### config.mk
export PLATFORM = sky130hd
export DESIGN_NAME = i2s_master
export DESIGN_NICKNAME = d
export VERILOG_FILES = /design/src/rtl/i2s_pkg.sv /design/src/rtl/i2s_clkgen.sv /design/src/rtl/i2s_master.sv
export SDC_FILE = /design/constraint.sdc
export NUM_CORES = 1
export LEC_CHECK = 0
export ABC_AREA = 0
export ABC_CLOCK_PERIOD_IN_PS = 3200
export CAP_MARGIN = 20
export CORE_ASPECT_RATIO = 0.7
export CORE_MARGIN = 8
export CORE_UTILIZATION = 30
export CTS_CLUSTER_SIZE = 20
export DETAILED_ROUTE_END_ITERATION = 10
export SLEW_MARGIN = 25
export SYNTH_ARGS = -nofsm -noshare
export SYNTH_HDL_FRONTEND = slang
export SYNTH_HIERARCHICAL = 1
export SYNTH_SLANG_ARGS = --single-unit
### constraint.sdc
create_clock -name CLK -period 3.2 [get_ports CLK]
set_clock_uncertainty 0.05 [all_clocks]
set_input_delay 0.32 -clock CLK [delete_from_list [all_inputs] [get_ports CLK]]
set_output_delay 0.32 -clock CLK [all_outputs]
set_load 0.01 [all_outputs]
### src/rtl/i2s_pkg.sv
// Constants shared by the i2s slave and the i2s_master clock-master transceiver.
// Frame: 64 sclk, two 32-bit slots, 16-bit words MSB-first starting in slot 1.
package i2s_pkg;
  localparam int DATA_W      = 16;
  localparam int SLOT_W      = 32;
  localparam int FRAME_SLOTS = 64;
  localparam int SLOT_IDX_W  = $clog2(SLOT_W);
  localparam int BITCNT_W    = $clog2(FRAME_SLOTS);
  localparam int WORD_IDX_W  = $clog2(DATA_W);
  localparam logic [SLOT_IDX_W-1:0] FIRST_SLOT = SLOT_IDX_W'(1);
  localparam logic [SLOT_IDX_W-1:0] LAST_SLOT  = SLOT_IDX_W'(16);

  function automatic logic is_data_slot(input logic [SLOT_IDX_W-1:0] s);
    return (s >= FIRST_SLOT) && (s <= LAST_SLOT);
  endfunction
endpackage

### src/rtl/i2s_clkgen.sv
// Prescaler and slot counter producing sclk, lrclk and the per-edge ticks.
// Ticks flag the cycle whose clock edge moves sclk; free-running, no backpressure.
module i2s_clkgen
  import i2s_pkg::*;
#(
  parameter int DIV_LOG2 = 3
) (
  input  logic                clk,
  input  logic                reset_n,
  output logic                sclk,
  output logic                lrclk,
  output logic [BITCNT_W-1:0] bitcnt,
  output logic                fall_tick,
  output logic                rise_tick
);
  localparam logic [DIV_LOG2:0] CNT_RISE = {1'b0, {DIV_LOG2{1'b1}}};

  logic [DIV_LOG2:0] cnt;

  assign fall_tick = (cnt == '1);
  assign rise_tick = (cnt == CNT_RISE);
  assign sclk      = cnt[DIV_LOG2];
  assign lrclk     = bitcnt[BITCNT_W-1];

  always_ff @(posedge clk) begin
    if (!reset_n) begin
      cnt    <= '0;
      bitcnt <= '0;
    end else begin
      cnt <= cnt + 1'b1;
      if (fall_tick) bitcnt <= bitcnt + 1'b1;
    end
  end
endmodule

### src/rtl/i2s_master.sv
// Clock-master I2S transceiver: 16-bit stereo TX/RX, one-frame loopback latency.
// No backpressure: IN_* sampled and OUT_* updated on the i2s_sampled strobe.
module i2s_master
  import i2s_pkg::*;
#(
  parameter int DIV_LOG2 = 3
) (
  input  logic                     CLK,
  input  logic                     reset_n,
  input  logic signed [DATA_W-1:0] IN_L,
  input  logic signed [DATA_W-1:0] IN_R,
  output logic                     i2s_sclk,
  output logic                     i2s_lrclk,
  output logic                     i2s_dout,
  input  logic                     i2s_din,
  output logic signed [DATA_W-1:0] OUT_L,
  output logic signed [DATA_W-1:0] OUT_R,
  output logic                     i2s_sampled
);
  logic [BITCNT_W-1:0]   bitcnt;
  logic [BITCNT_W-1:0]   bitcnt_nxt;
  logic [SLOT_IDX_W-1:0] slot_nxt;
  logic [WORD_IDX_W-1:0] tx_idx;
  logic [DATA_W-1:0]     tx_word;
  logic [DATA_W-1:0]     hold_l, hold_r;
  logic [DATA_W-1:0]     rx_l, rx_r;
  logic                  fall_tick, rise_tick, frame_end, tx_bit;

  i2s_clkgen #(.DIV_LOG2(DIV_LOG2)) u_clkgen (
    .clk       (CLK),
    .reset_n   (reset_n),
    .sclk      (i2s_sclk),
    .lrclk     (i2s_lrclk),
    .bitcnt    (bitcnt),
    .fall_tick (fall_tick),
    .rise_tick (rise_tick)
  );

  // dout is loaded on the fall tick, so it is computed for the slot that tick enters.
  always_comb begin
    bitcnt_nxt = bitcnt + 1'b1;
    slot_nxt   = bitcnt_nxt[SLOT_IDX_W-1:0];
    tx_word    = bitcnt_nxt[BITCNT_W-1] ? hold_r : hold_l;
    tx_idx     = WORD_IDX_W'(LAST_SLOT - slot_nxt);
    tx_bit     = is_data_slot(slot_nxt) ? tx_word[tx_idx] : 1'b0;
  end

  assign frame_end = fall_tick && (bitcnt == '1);

  always_ff @(posedge CLK) begin
    if (!reset_n) begin
      i2s_dout    <= 1'b0;
      i2s_sampled <= 1'b0;
      hold_l      <= '0;
      hold_r      <= '0;
      rx_l        <= '0;
      rx_r        <= '0;
      OUT_L       <= '0;
      OUT_R       <= '0;
    end else begin
      i2s_sampled <= 1'b0;
      if (rise_tick && is_data_slot(bitcnt[SLOT_IDX_W-1:0])) begin
        if (bitcnt[BITCNT_W-1]) rx_r <= {rx_r[DATA_W-2:0], i2s_din};
        else                    rx_l <= {rx_l[DATA_W-2:0], i2s_din};
      end
      if (fall_tick) i2s_dout <= tx_bit;
      if (frame_end) begin
        hold_l      <= IN_L;
        hold_r      <= IN_R;
        OUT_L       <= rx_l;
        OUT_R       <= rx_r;
        i2s_sampled <= 1'b1;
      end
    end
  end
endmodule

==> results.tsv <==
stage	metric	value	unit
outcome	outcome	finished, final reports clean	
yosys	synthSimpleGateAreaFrac	21.5	%
yosys	netlist_instances	519	
sta	fin_ws	581	ps
sta	fin_crit_sh	81.8	%
sta	slew_headroom	43.9	%
layout	postLayoutCoreUtil	38.4	%
cts	cts_tree	yes	
cts	clkLatencyLatePin	340	ps
critical_path	critPathKind	flip-flop to flip-flop	
cts	cts_setup_buffers	0	
yosys	syn_area_per_cell	9.00	um2
sta	final_max_slew_viol_count	0	
critical_path	crit_fanout	10	
global_route	grt_usage	11.2	%
yosys	ys_warn_count	6	
global_route	grt_busiest_layer	met1	
critical_path	end_kind	flip-flop	
placed_design	dpl.cell_count	765	
floorplan	coreArea	15400	um2
sta	max_clock_freq	382	MHz
cts	cts_made_buffers	9	
floorplan	initial_core_util	30.4	%
global_route	grtUsageMet1	16.3	%
sta	grt_setup_unrepaired	false	
drt	firstDrtPassIters	4	
drt	vias	3617	
drt	routed_wl	10.8	mm
job	max_cap_viol_count	0	
floorplan	die_h	120	um
critical_path	crit_path_start_kind	flip-flop	
global_route	grt_pass1_vias	3520	
global_route	grt_antenna_before_repair	0	
global_route	grtUsageMet3	3.16	%
layout	fill_cells	1532	
hold_path	hp-class	flip-flop to flip-flop	
floorplan	dieArea	19900	um2
cts	cts.sinks	108	
yosys	syn_nets	560	
yosys	synth_xor_area_share	1.53	%
sta	hold_violations	0	
drt	ant_nets	0	
yosys	yosysUniqueCellTypes	51	
cts	clock_path_buffers	2	
yosys	synthAdderAreaFrac	1.61	%
floorplan	die_x	165	um
sta	final.setup.tns	0	ps
drt	drc	0	
sta	tightest_slew	841	ps
yosys	async_flop_share	0	%
pwr	ir_drop	287	uV
yosys	synth.mux.area_fraction	9.80	%
layout	drive_above_1_share	7.06	%
floorplan	pin_count	71	
global_route	grt_pass1_wl	18.1	mm
pwr	design_power_total	2.66	mW
critical_path	crit_required	3370	ps
placed_design	dp_hpwl	7.67	mm
layout	num-nets-final	617	
yosys	yosys_most_used_dff	dfxtp_1	
yosys	netlist_area	4670	um2
yosys	synth_edf_count	0	
sta	setup_viol	0	
yosys	synth_top_family_by_area	simple AND/OR/NAND/NOR gates	
global_route	grt_max_degree	59	
placed_design	preCtsSetupSlack	606	ps
cts	clkTransAtPathRegs	70	ps
placed_design	routabilityCongestion	0.800	
cts	cts-htree-levels	3	
drt	wl_per_cell	13.9	um
drt	vias_per_cell	4.63	
global_route	use_met2	15.9	%
yosys	seq_area_frac_synth	46.3	%
yosys	synth_compound_area_share	15.6	%
placed_design	io_buffers	70	
drt	drt_iter0_markers	179	
layout	syn_to_final_growth	26.2	%
sta	post-route-min-period	2620	ps
layout	fin_cells	781	
cts	cts_resized	0	
global_route	grt_overflow_total	0	
layout	antennaDiodeCount	0	
yosys	ys_seq_elements	108	
pwr	p_per_area	451	nW/um2
floorplan	std_cell_rows	38	
cts	cts_hold_buf	0	
cts	cts_root_buf	clkbuf_16	
critical_path	crit_arrival	2790	ps
pwr	power_leakage	2.16	nW
==> cells in the final DEF, fill, tap and decap left out, drive strengths merged, types with 7 or more instances in the layout <==
cell type	count
nand2	140
mux2i	42
clkdlybuf4s50	69
a21oi	7
a21boi	68
dfxtp	108
nand3	7
nor2b	37
nor2	9
inv	7
buf	10
clkbuf	10
==> registers in the layout, summed over array words and instances (netlist names) <==
name / count
i2s_dout: 1
hold_r: 16
OUT_R: 16
rx_r: 16
i2s_sampled: 1
rx_l: 16
u_clkgen/bitcnt: 6
OUT_L: 16
u_clkgen/cnt: 4
hold_l: 16
==> layout make-up <==
class / instances / area (um2) / share of cell area [%]
multi-input combinational: 373 / 2340 / 39.8
sequential: 108 / 2160 / 36.7
timing repair buffer: 79 / 788 / 13.4
tap: 200 / 250 / 4.24
clock buffer: 10 / 239 / 4.05
clock inverter: 6 / 93.8 / 1.59
inverter: 5 / 18.8 / 0.318
==> worst paths after layout <==
check	start	endpoint	slack, ps	cells past startpoint
max	u_clkgen/bitcnt[1]$_SDFFE_PN0P_	i2s_dout$_SDFFE_PN0P_	580	8
min	u_clkgen/cnt[0]$_SDFF_PN0_	u_clkgen/cnt[0]$_SDFF_PN0_	410	1
max reg2reg	u_clkgen/bitcnt[1]$_SDFFE_PN0P_	i2s_dout$_SDFFE_PN0P_	580	8
min reg2reg	u_clkgen/cnt[0]$_SDFF_PN0_	u_clkgen/cnt[0]$_SDFF_PN0_	410	1
==> synth_stat cells, drive strengths merged (3+ instances only) <==
cell type | number | area, um2
a21boi | 68 | 510
a21oi | 7 | 35.0
and2 | 6 | 37.5
and3 | 3 | 25.0
buf | 14 | 76.3
clkbuf | 18 | 67.6
dfxtp | 108 | 2160
ha | 6 | 75.1
inv | 5 | 18.8
mux2 | 3 | 37.5
mux2i | 42 | 420
nand2 | 140 | 526
nand3 | 7 | 40.0
nor2 | 9 | 33.8
nor2b | 37 | 231
o211ai | 4 | 40.0
o21ai | 5 | 25.0
or3 | 4 | 27.5
xnor2 | 5 | 62.6
==> per-stage QoR <==
step	area [um2]	hold WS, ps
after floorplan	4670	370
after global placement	5560	385
after detailed placement	5560	398
after CTS	5900	409
after global routing	5900	433
final	5900	410
==> power breakdown <==
group	internal [mW]	total, mW	switching (mW)
Clock	0.716	1.23	0.512
Combinational	0.0567	0.0815	0.0248
Sequential	1.35	1.35	0.00309
==> cells by family (layout without fill, tap and decap cells) <==
logic type               after synthesis  after routing
AO/OA/AOI/OAI                         98             98
AND/OR/NAND/NOR                      218            218
XOR/XNOR                               6              6
adder cells (fa/ha/maj)                6              6
multiplexers                          45             45
buffers and inverters                 38            100
flip-flops                           108            108
==> critical path, stage by stage (launching register included) <==
cell,delay [ps]
dfxtp_1,490
inv_1,170
ha_1,460
nand2_1,200
or4_2,560
o311ai_0,100
a21oi_1,80
o311ai_0,320
a21oi_1,80
==> routing by layer <==
metal  up-vias  wire (um)
li1       1852          -
met4         0         31
met3         4        572
met1      1673       5720
met5         -          0
met2        88       4500
Power figures use the tool's default switching activity.
